<file path="src/rtl/mp3_play_scheduler_if.sv">
// Bundle of request/grant and trigger-output signals between the requesting
// FSMs (master side) and mp3_play_scheduler (slave side).
interface mp3_play_scheduler_if #(
  parameter int N_REQ = 4
);
  logic               tick;
  logic [N_REQ-1:0]   req;
  logic [6*N_REQ-1:0] track_flat;
  logic [N_REQ-1:0]   grant;
  logic               reject;
  logic [5:0]         play_number;
  logic               busy;

  modport master (
    output tick, req, track_flat,
    input  grant, reject, play_number, busy
  );

  modport slave (
    input  tick, req, track_flat,
    output grant, reject, play_number, busy
  );
endinterface

</file>
<file path="src/rtl/mp3_play_scheduler.sv">
// mp3_play_scheduler: shares one MP3 trigger channel among N_REQ requesters.
// A winner is picked from the pending requests, its track code is driven to the
// trigger decoder for PULSE_TICKS tick strobes, then code 0 for GAP_TICKS ticks.
// Illegal tracks (0 or above MAX_TRACK) are granted and rejected without playing.
// Optional feature: define MP3_SCHED_RR_EN for round-robin arbitration; when
// undefined, the lowest requesting index wins (fixed priority).
module mp3_play_scheduler #(
  parameter int N_REQ       = 4,
  parameter int PULSE_TICKS = 3,
  parameter int GAP_TICKS   = 2,
  parameter int MAX_TRACK   = 18
) (
  input  logic                  clock,
  input  logic                  reset,
  mp3_play_scheduler_if.slave   bus
);

  localparam int IDX_W   = (N_REQ > 1) ? $clog2(N_REQ) : 1;
  localparam int MAX_CNT = (PULSE_TICKS > GAP_TICKS) ? PULSE_TICKS : GAP_TICKS;
  localparam int CNT_W   = $clog2(MAX_CNT + 1);

  typedef enum logic [1:0] {
    IDLE  = 2'd0,
    PULSE = 2'd1,
    GAP   = 2'd2
  } state_t;

  state_t             state;
  state_t             state_next;
  logic [CNT_W-1:0]   cnt;
  logic [CNT_W-1:0]   cnt_next;
  logic [5:0]         play_q;
  logic [5:0]         play_next;
  logic               busy_q;
  logic               busy_next;
  logic [N_REQ-1:0]   grant_q;
  logic [N_REQ-1:0]   grant_next;
  logic               reject_q;
  logic               reject_next;

  logic               found;
  logic [IDX_W-1:0]   win;
  logic [5:0]         win_track;
  logic               win_legal;
  logic               arb_en;

`ifdef MP3_SCHED_RR_EN
  logic [IDX_W-1:0]   rr_ptr;
  logic [IDX_W-1:0]   rr_next;

  // Round-robin search: first pending request at or after rr_ptr, wrapping.
  always_comb begin
    found = 1'b0;
    win   = '0;
    for (int i = 0; i < N_REQ; i++) begin
      if (!found && bus.req[(int'(rr_ptr) + i) % N_REQ]) begin
        found = 1'b1;
        win   = IDX_W'((int'(rr_ptr) + i) % N_REQ);
      end
    end
  end

  // Pointer moves past the last winner, whether its track played or was rejected.
  always_comb begin
    rr_next = rr_ptr;
    if (arb_en) begin
      if (win == IDX_W'(N_REQ - 1)) begin
        rr_next = '0;
      end else begin
        rr_next = win + IDX_W'(1);
      end
    end
  end

  // Round-robin pointer register.
  always_ff @(posedge clock or posedge reset) begin
    if (reset) begin
      rr_ptr <= '0;
    end else begin
      rr_ptr <= rr_next;
    end
  end
`else
  // Fixed priority search: lowest pending index wins.
  always_comb begin
    found = 1'b0;
    win   = '0;
    for (int i = 0; i < N_REQ; i++) begin
      if (!found && bus.req[i]) begin
        found = 1'b1;
        win   = IDX_W'(i);
      end
    end
  end
`endif

  // Winner's track code and its legality; track_flat only matters in the grant cycle.
  always_comb begin
    win_track = bus.track_flat[int'(win) * 6 +: 6];
    win_legal = (win_track != 6'd0) && (int'(win_track) <= MAX_TRACK);
  end

  // Arbitrate only in IDLE and never while the previous grant is still visible,
  // so a requester gets one cycle to drop req before it could be picked again.
  always_comb begin
    arb_en = (state == IDLE) && (grant_q == '0) && found;
  end

  // Next-state and next-output logic; ticks only advance the counter in PULSE/GAP.
  always_comb begin
    state_next  = state;
    cnt_next    = cnt;
    play_next   = play_q;
    busy_next   = busy_q;
    grant_next  = '0;
    reject_next = 1'b0;
    case (state)
      IDLE: begin
        if (arb_en) begin
          grant_next = {{(N_REQ-1){1'b0}}, 1'b1} << win;
          if (win_legal) begin
            play_next  = win_track;
            busy_next  = 1'b1;
            cnt_next   = CNT_W'(PULSE_TICKS);
            state_next = PULSE;
          end else begin
            reject_next = 1'b1;
          end
        end
      end
      PULSE: begin
        if (bus.tick) begin
          if (cnt == CNT_W'(1)) begin
            play_next  = 6'd0;
            cnt_next   = CNT_W'(GAP_TICKS);
            state_next = GAP;
          end else begin
            cnt_next = cnt - CNT_W'(1);
          end
        end
      end
      GAP: begin
        if (bus.tick) begin
          if (cnt == CNT_W'(1)) begin
            busy_next  = 1'b0;
            cnt_next   = '0;
            state_next = IDLE;
          end else begin
            cnt_next = cnt - CNT_W'(1);
          end
        end
      end
      default: begin
        play_next  = 6'd0;
        busy_next  = 1'b0;
        cnt_next   = '0;
        state_next = IDLE;
      end
    endcase
  end

  // State and registered outputs; reset silences the decoder at once, even mid-pulse.
  always_ff @(posedge clock or posedge reset) begin
    if (reset) begin
      state    <= IDLE;
      cnt      <= '0;
      play_q   <= 6'd0;
      busy_q   <= 1'b0;
      grant_q  <= '0;
      reject_q <= 1'b0;
    end else begin
      state    <= state_next;
      cnt      <= cnt_next;
      play_q   <= play_next;
      busy_q   <= busy_next;
      grant_q  <= grant_next;
      reject_q <= reject_next;
    end
  end

  assign bus.grant       = grant_q;
  assign bus.reject      = reject_q;
  assign bus.play_number = play_q;
  assign bus.busy        = busy_q;

endmodule

</file>
<file path="src/flat_wrapper.sv">
// flat-port wrapper written by rule: the top's interface ports become plain ports
module mp3_play_scheduler_flat 
#(
  parameter int N_REQ       = 4,
  parameter int PULSE_TICKS = 3,
  parameter int GAP_TICKS   = 2,
  parameter int MAX_TRACK   = 18
)
  (clock, reset, bus_tick, bus_req, bus_track_flat, bus_grant, bus_reject, bus_play_number, bus_busy);
  mp3_play_scheduler_if #(.N_REQ(N_REQ)) bus_i ();
  input  logic clock;
  input  logic reset;
  input wire logic [$bits(bus_i.tick)-1:0] bus_tick;
  input wire logic [$bits(bus_i.req)-1:0] bus_req;
  input wire logic [$bits(bus_i.track_flat)-1:0] bus_track_flat;
  output wire logic [$bits(bus_i.grant)-1:0] bus_grant;
  output wire logic [$bits(bus_i.reject)-1:0] bus_reject;
  output wire logic [$bits(bus_i.play_number)-1:0] bus_play_number;
  output wire logic [$bits(bus_i.busy)-1:0] bus_busy;
  assign bus_i.tick = bus_tick;
  assign bus_i.req = bus_req;
  assign bus_i.track_flat = bus_track_flat;
  assign bus_grant = bus_i.grant;
  assign bus_reject = bus_i.reject;
  assign bus_play_number = bus_i.play_number;
  assign bus_busy = bus_i.busy;
  mp3_play_scheduler #(.N_REQ(N_REQ), .PULSE_TICKS(PULSE_TICKS), .GAP_TICKS(GAP_TICKS), .MAX_TRACK(MAX_TRACK)) u_core (.clock(clock), .reset(reset), .bus(bus_i));
endmodule
</file>
<file path="config.mk">
export PLATFORM = sky130hd
export DESIGN_NAME = mp3_play_scheduler_flat
export DESIGN_NICKNAME = d
export VERILOG_FILES = /design/src/rtl/mp3_play_scheduler_if.sv /design/src/rtl/mp3_play_scheduler.sv /design/src/flat_wrapper.sv
export SDC_FILE = /design/constraint.sdc
export NUM_CORES = 1
export LEC_CHECK = 0
export ABC_AREA = 0
export CORE_MARGIN = 5
export CORE_UTILIZATION = 30
export DETAILED_ROUTE_END_ITERATION = 7
export PLACE_DENSITY = 0.62
export SLEW_MARGIN = 20
export SYNTH_ARGS = -nofsm -noshare
export SYNTH_HDL_FRONTEND = slang
export SYNTH_SLANG_ARGS = --single-unit
</file>
<file path="constraint.sdc">
create_clock -name clock -period 2.25 [get_ports clock]
set_input_delay 0.45 -clock clock [delete_from_list [all_inputs] [get_ports clock]]
set_output_delay 0.45 -clock clock [all_outputs]
set_load 0.005 [all_outputs]
</file>
Word level (Yosys, flattened, before mapping)
Cells that the tools add are included.

word-level totals
  register bits after elaboration = 16
  output and inout bits = 12
  input bits = 31
  word-level logic and storage cells = 74

operators by class
  shifts and indexed selects = 2
  $mul = 1
  equality and inequality tests = 9
  muxes and demuxes = 36
  bitwise operators = 2
  add/sub/neg operators = 1
  $lt $le $gt $ge = 1
  reductions and logical operators = 16

operators by type and width
  kind                   number
  $shiftx A24 B32 Y6     1
  $mux W2                14
  $mux W6                4
  $pmux W6 S3            1
  $mux W1                12
  $pmux W2 S3            2
  $reduce_and A5 Y1      2
  $mux W4                2
  $ne A2 B1 Y1 const B   4
  $le A6 B5 Y1 const B   1
  $logic_and A1 B1 Y1    6
  $reduce_and A6 Y1      1
  $reduce_bool A6 Y1     1
  $eq A2 B1 Y1 const B   2
  $logic_not A4 Y1       1
  $mul A2 B2 Y4 const B  1
  $ne A2 B2 Y1 const B   2
  $reduce_and A4 Y1      1
  $shl A1 B2 Y4 const A  1
  $logic_not A1 Y1       3
  $pmux W1 S3            1
  $eq A2 B2 Y1 const B   1
  $logic_not A2 Y1       1
  $not A1 Y1             2
  $sub A2 B1 Y2 const B  1

Logic depth before layout (Yosys ltp)
Gate-level depths: netlist (run 1).

  depth in word-level cells = 17
  depth in mapped cells = 8
  gate-level depth less buffers = 7

Worst setup path before layout (run 1)
OpenSTA, ideal clock, no wires.

  path type = input to register
  start = input port bus_req[2]
  end = register u_core.play_q[3], in the netlist u_core.bus.play_number[3]
  setup time = 121 ps
  arrival time = 2,387 ps
  path buffers = 1
  data required time = 2,129 ps
  setup slack = -258 ps
  stages on the path = 8
  cell sequence = buf_6 > or4b_4 > o221ai_2 > o221a_2 > o21ai_2 > a2111oi_4 > o31ai_2 > a22o_1

between the ends
  word-level cells in the longest chain between the ends = 11
  elaborated cells on any way between the ends = 19
  classes of those cells = mul (1); order compare (1); eq/ne (2); shift (1); mux (7); reduce/logical (7)

RTL lines
  item                                                RTL line                   RTL
  start, declared                                     flat_wrapper.sv:14         input wire logic [$bits(bus_i.req)-1:0] bus_req;
  $logic_and A1 B1 Y1 (*)                             mp3_play_scheduler.sv:89   if (!found && bus.req[i]) begin
  $mux W1                                             mp3_play_scheduler.sv:89
  $logic_not A1 Y1                                    mp3_play_scheduler.sv:89
  $logic_and A1 B1 Y1                                 mp3_play_scheduler.sv:89
  $mux W2                                             mp3_play_scheduler.sv:89
  $mul A2 B2 Y4                                       mp3_play_scheduler.sv:99   win_track = bus.track_flat[int'(win) * 6 +: 6];
  $shiftx A24 B32 Y6                                  mp3_play_scheduler.sv:99
  $le A6 B5 Y1 or $reduce_bool A6 Y1 (tied branches)  mp3_play_scheduler.sv:100  win_legal = (win_track != 6'd0) && (int'(win_track) <= MAX_TRACK);
  $logic_and A1 B1 Y1                                 mp3_play_scheduler.sv:100
  $ne A2 B1 Y1 (no line)                              n/a
  $reduce_and A5 Y1 (no line)                         n/a
  end signal, assigned                                mp3_play_scheduler.sv:174  play_q <= play_next;
  end, declared                                       mp3_play_scheduler.sv:32   logic [5:0] play_q;

Every way passes the cells marked *; elsewhere a longest branch is shown, timed or not. The select of a mux whose other input is x is not followed.
A chain may end at the register's enable or synchronous reset.

Final worst setup path (run 1)
Same ends and word-level chain as after synthesis.

==> results of run 1 <==
cells in the final DEF, fill, tap and decap left out, types with 4 or more instances in the layout:
cell type / instances
nor4_1: 4
a22oi_1: 4
dlymetal6s2s_1: 4
buf_4: 32
clkdlybuf4s50_1: 31
a222oi_1: 4
nor2_1: 8
a21o_1: 6
inv_1: 4
dfrtp_1: 16
a21oi_1: 4
through the flow:
| stage | setup WS [ns] | util | cell area, sq um |
|---|---|---|---|
| floorplan | -0.201 | - | 1020 |
| global placement | -0.678 | 0.497 | 1650 |
| detailed placement | -0.750 | 0.497 | 1650 |
| CTS | -0.0971 | 0.529 | 1750 |
| global route | -0.0894 | 0.555 | 1840 |
| finish | -0.0140 | 0.555 | 1840 |
repair_timing:
action / CTS / global route
setup endpoints to repair: 11 / 8
resized for setup: 33 / 14
pin swaps: 10 / 12
setup buffers: 6 / 4
power by group:
group / total [mW] / internal [mW] / switching (mW)
combinational: 0.788 / 0.449 / 0.339
sequential: 0.438 / 0.382 / 0.0556
clock: 0.147 / 0.0621 / 0.0853
metal layers:
metal  global-route usage  share of wire  vias up
met5                    0              0        -
met4               0.0298              0        0
met3               0.0394          0.031        0
met2                0.274           0.56       21
met1                0.182           0.41      538
li1                     -              -      540
synth_stat cells, types with 2 or more instances:
cell type,number,area (sq um)
dfrtp_1,16,400
nor2_1,8,30.0
a21o_1,6,45.0
a21oi_1,5,25.0
a222oi_1,4,40.0
a22oi_1,4,30.0
inv_1,4,15.0
nand2b_1,4,25.0
nor4_1,4,25.0
a22o_1,3,26.3
nand2_1,3,11.3
nor2b_1,3,18.8
o21ai_0,3,15.0
buf_2,2,10.0
clkbuf_1,2,7.51
ha_1,2,25.0
nor4b_1,2,17.5
o21a_1,2,15.0
o21bai_1,2,15.0
registers in the layout, summed over array words and instances, names as in the netlist:
| signal | cells |
|---|---|
| u_core.state | 2 |
| u_core.bus.busy | 1 |
| u_core.bus.reject | 1 |
| u_core.bus.play_number | 6 |
| u_core.bus.grant | 4 |
| u_core.cnt | 2 |
cell families (layout without fill, tap and decap cells):
kind of cell	Yosys count	in the layout	share of synthesized area
XOR/XNOR	1	1	0.00862
AO/OA/AOI/OAI	38	38	0.313
flip-flops	16	16	0.394
AND/OR/NAND/NOR	34	34	0.207
adder cells (fa/ha/maj)	2	2	0.0246
buffers and inverters	9	82	0.0431
multiplexers	1	1	0.00985
worst min-delay path, cell delays in order:
cell and delay (ns):
buf_8 0.08, or4b_4 0.13, nor2_1 0.05
worst max-delay path by stage:
stage,from,to,slack [ns],cells after the start
CTS,bus_req[0],u_core.bus.play_number[4],-0.1,9
detailed placement,bus_req[0],u_core.bus.play_number[4],-0.75,8
global placement,bus_req[2],u_core.bus.play_number[3],-0.68,8
floorplan,bus_req[2],u_core.bus.play_number[3],-0.20,8
global route,bus_req[2],u_core.bus.play_number[4],-0.09,9
finish,bus_req[2],u_core.bus.play_number[3],-0.01,9
cell type report:
class,instances,area [sq um]
Timing Repair Buffer,75,696
Clock buffer,3,22.5
Fill cell,305,1470
Sequential cell,16,400
Tap cell,46,57.6
Multi-Input combinational cell,76,647
Inverter,4,15.0
==> run metrics, run 1 <==
Max rail drop VDD=0.505 mV; overall power=1.37 mW; status=complete, but fails checks; slack of the critical path=-0.0140 ns; Final period util=1.01; WHS=0.449 ns; drt drc=0; Synth cell types=41; final hold violations=0; clk_lat worst skew=0.28 ns; fmax=442 MHz; DP HPWL=2490 microns; Crit Path Max Fanout=6; asr flop ratio synth=1.00; Nets=209; Max stage delay on crit path=0.55 ns; row count=21; Worst-path clk slew=0.09 ns; number of flops mapped to enable cells by yosys=0; Slew Viols, Final=0; PwrDens=747 mW/mm^2; CP cell instances=buf_12, or4b_4, o221ai_4, o221a_4, o21ai_4, a2111oi_4, buf_4, o31ai_4, a22o_1; reg-to-reg slack, setup=0.23 ns; Lkg Pwr=0.863 nW; normalized max-slew margin=0.601; clock period minus worst slack=2.26 ns; layout cells sized above 1=0.305; Die H=68.2 microns; Port Buf Inserts=42; Post-DRT Antenna Nets=0; die area=0.00465 sq mm; routability cong.=0.839; CTS max path bufs=2; Reg-to-Reg End=u_core.bus.play_number[3]; Req. time, crit path=2.43 ns; First-pass DRT Iterations=4; Core ar.=0.00331 sq mm; Synth Cell Area=0.00102 sq mm; Initial Util=0.307; CP Data Arrival Time=2.44 ns; DRT Wirelength=3150 microns; Hold Path Stages=3; largest net degree at the start of global routing=17; routed len/inst=14.3 microns; cell family with most CP delay=compound AO/OA/AOI/OAI gates; Synthesis Warnings=0; register area share after synthesis=0.394; Layout area overhead=80.9%; max-cap viol count=0; Hold Path Class=primary input to flop; cts bufs inserted=3; CTS tree=built; DR iter-0 viols=49; Via density=5.00; Main synth FF type=dfrtp_1; R2R depth=7; CP endpoint kind=flop; first-pass GRT wire length=5350 microns; CP startpoint kind=primary input; total grt overflow=0; TNS Setup=-0.0238 ns; Non-Filler Instances=220; WP buf/inv=2; Hold EP=u_core.bus.grant[3]; critical path class=primary input to flop; clock sinks=16; post-synth net total=134; Global Route Usage Sum=0.153; Cells after DPL=208; setup violators final=2; RSZ-0062 raised after global routing=yes; syn_area_per_cell=10.1 sq um; number of global-route vias before repair=1195; Worst path slowest cell=or4b_4; Synth Register Bits=16; Post-Synthesis Cells=101; hold path start=bus_req[0]; initial antenna violation count=0; ANT cells=0; failing checks=negative setup slack; hold buffers post-CTS=0; reg2reg start=u_core.bus.grant[1]; Clock Tree Root=clkbuf_4; clock skew=0.00528 ns; worst-margin pin slew=0.598 ns; # IOs=43; H-tree Lvls=1; Die W=68.2 microns; via count=1099
(Power assumes the default switching activity.)
==> run 2, diff against run 1 <==
--- a/config.mk
+++ b/config.mk
@@ -6,6 +6,8 @@
 export NUM_CORES = 1
 export LEC_CHECK = 0
 export ABC_AREA = 0
+export CAP_MARGIN = 20
+export CORE_ASPECT_RATIO = 1.25
 export CORE_MARGIN = 5
 export CORE_UTILIZATION = 30
 export DETAILED_ROUTE_END_ITERATION = 7
==> constraint.sdc (replaced) <==
create_clock -name clock -period 2.5 [get_ports clock]
set_input_delay 0.5 -clock clock [delete_from_list [all_inputs] [get_ports clock]]
set_output_delay 0.5 -clock clock [all_outputs]
set_load 0.005 [all_outputs]
==> run 2 against run 1 <==
Utilization decreased by 2.3 points. Design area decreased by 5.8%. Combinational power decreased by 22%. Non-clock buffer count decreased by 9. Via count decreased by 4.3%. The flow now finishes without violations. Worst hold slack improved by 0.028 ns. Clock power increased by 60%. First-iteration DRC count decreased by 12%.
==> run metrics, run 2 (synthesis gave the netlist of run 1 again) <==
Worst-path clk slew=0.07 ns; pre-CTS WS=-0.545 ns; Global Route Usage Sum=0.143; Post-DRT Antenna Nets=0; Crit Path Max Fanout=6; routability cong.=0.800; Clock Tree Root=clkbuf_8; Reg-to-Reg End=u_core.bus.play_number[3]; clk_lat worst skew=0.25 ns; worst-margin pin slew=0.607 ns; layout cells sized above 1=0.253; DRT Wirelength=2960 microns; first-pass GRT wire length=5020 microns; Max rail drop VDD=0.411 mV; Lkg Pwr=0.787 nW; TNS Setup=0 ns; number of global-route vias before repair=1172; Initial Util=0.312; Req. time, crit path=2.65 ns; final core occ=0.533; largest net degree at the start of global routing=17; CP startpoint kind=primary input; Hold EP=u_core.bus.busy; RSZ-0062 raised after global routing=yes; critical path class=primary input to flop; row count=23; Largest register FFs=6; R2R depth=6; CP endpoint kind=flop; overall power=1.28 mW; met1 WL=1080 microns; status=finished, final reports clean; First-pass DRT Iterations=4; clock skew=0.00198 ns; Final period util=0.966; Die H=75.1 microns; setup violators final=0; via count=1052; Layout area overhead=70.4%; met2 WL post-DR=1600 microns; DP HPWL=2440 microns; H-tree Lvls=1; wire length on met3=213 microns; CTS max path bufs=2; Hold Path Class=flop to flop; Port Buf Inserts=42; # IOs=43; slack of the critical path=0.0861 ns; drt drc=0; routed len/inst=14.6 microns; DR iter-0 viols=43; CTS tree=built; reg2reg start=u_core.bus.grant[1]; most frequent cells in the layout=36 x clkdlybuf4s50_1, 23 x buf_4, 16 x dfrtp_1, 7 x nor2_1, 6 x a21o_1; Max Used Layer=met4; WHS=0.477 ns; Nets=200; total grt overflow=0; final hold violations=0; Slew Viols, Final=0; initial antenna violation count=0; normalized max-slew margin=0.595; die area=0.00466 sq mm; clock period minus worst slack=2.41 ns; Via density=5.18; cts bufs inserted=3; Filler Cell Count=308; max-cap viol count=0; Die W=62.1 microns; CP Data Arrival Time=2.56 ns; Hold Path Stages=1; hold path start=u_core.bus.busy; CP cell instances=clkdlybuf4s50_1, nand2b_1, o221ai_4, o221a_4, and4b_1, a2111oi_4, o31ai_4, a22o_1; clock sinks=16; PwrDens=739 mW/mm^2; reg-to-reg slack, setup=0.48 ns; fmax=414 MHz; Worst path slowest cell=a2111oi_4; hold buffers post-CTS=0; ANT cells=0; commonest non-fill, non-tap cell in the layout=clkdlybuf4s50_1; Max stage delay on crit path=0.48 ns; Core ar.=0.00325 sq mm
-- run 2: changes by cell type in the layout (fill, tap and decap cells not counted), moves of 3 or more --
cell | previous run | this run
buf_2 | 0 | 3
buf_4 | 32 | 23
clkbuf_4 | 3 | 0
clkbuf_8 | 0 | 4
clkdlybuf4s50_1 | 31 | 36
dlygate4sd2_1 | 3 | 0
-- run 2: final cells by class --
type | instances | area [sq um] | area share
Multi-Input combinational cell | 76 | 626 | 0.361
Inverter | 4 | 15.0 | 0.00867
Sequential cell | 16 | 400 | 0.231
Timing Repair Buffer | 66 | 589 | 0.340
Clock buffer | 4 | 55.1 | 0.0318
Tap cell | 37 | 46.3 | 0.0267
-- run 2: per-layer routing --
metal	GRT usage	vias to the layer above
li1	-	522
met1	0.142	488
met2	0.267	37
met3	0.0395	5
met4	0.0637	0
met5	0	-
-- run 2: power breakdown --
part           leakage (nW)  switching, mW  internal, mW
Sequential            0.206         0.0829         0.345
Clock                0.0288         0.0947         0.140
Combinational         0.552          0.256         0.361
-- run 2: through the flow --
step / instances / area, sq um
3_3_place_gp: 197 / 1620
6_report: 203 / 1730
5_1_grt: 203 / 1730
3_5_place_dp: 197 / 1620
2_1_floorplan: 101 / 1020
4_1_cts: 202 / 1710
-- run 2: worst max-delay path: cells and delay by family --
family	cells	cell delay (ns)
buf+inv	1	0.46
compound gates	5	1.25
simple gates	2	0.36
-- run 2: timing repair --
action | in CTS | in global routing
gates cloned | 0 | 0
pin swaps | 8 | 7
resized for setup | 18 | 8
hold endpoints to repair | 0 | 0
setup endpoints to repair | 10 | 9
buffers inserted | 4 | 3
-- run 2: how the worst max path moves through the flow --
stage                     cells after the start              start                        end
after floorplan                               8         bus_req[2]  u_core.bus.play_number[3]
after global routing                          8  bus_track_flat[3]  u_core.bus.play_number[3]
after detailed placement                      8         bus_req[2]  u_core.bus.play_number[3]
after global placement                        8         bus_req[1]  u_core.bus.play_number[3]
final                                         8  bus_track_flat[3]  u_core.bus.play_number[3]
after CTS                                     8         bus_req[1]  u_core.bus.play_number[3]
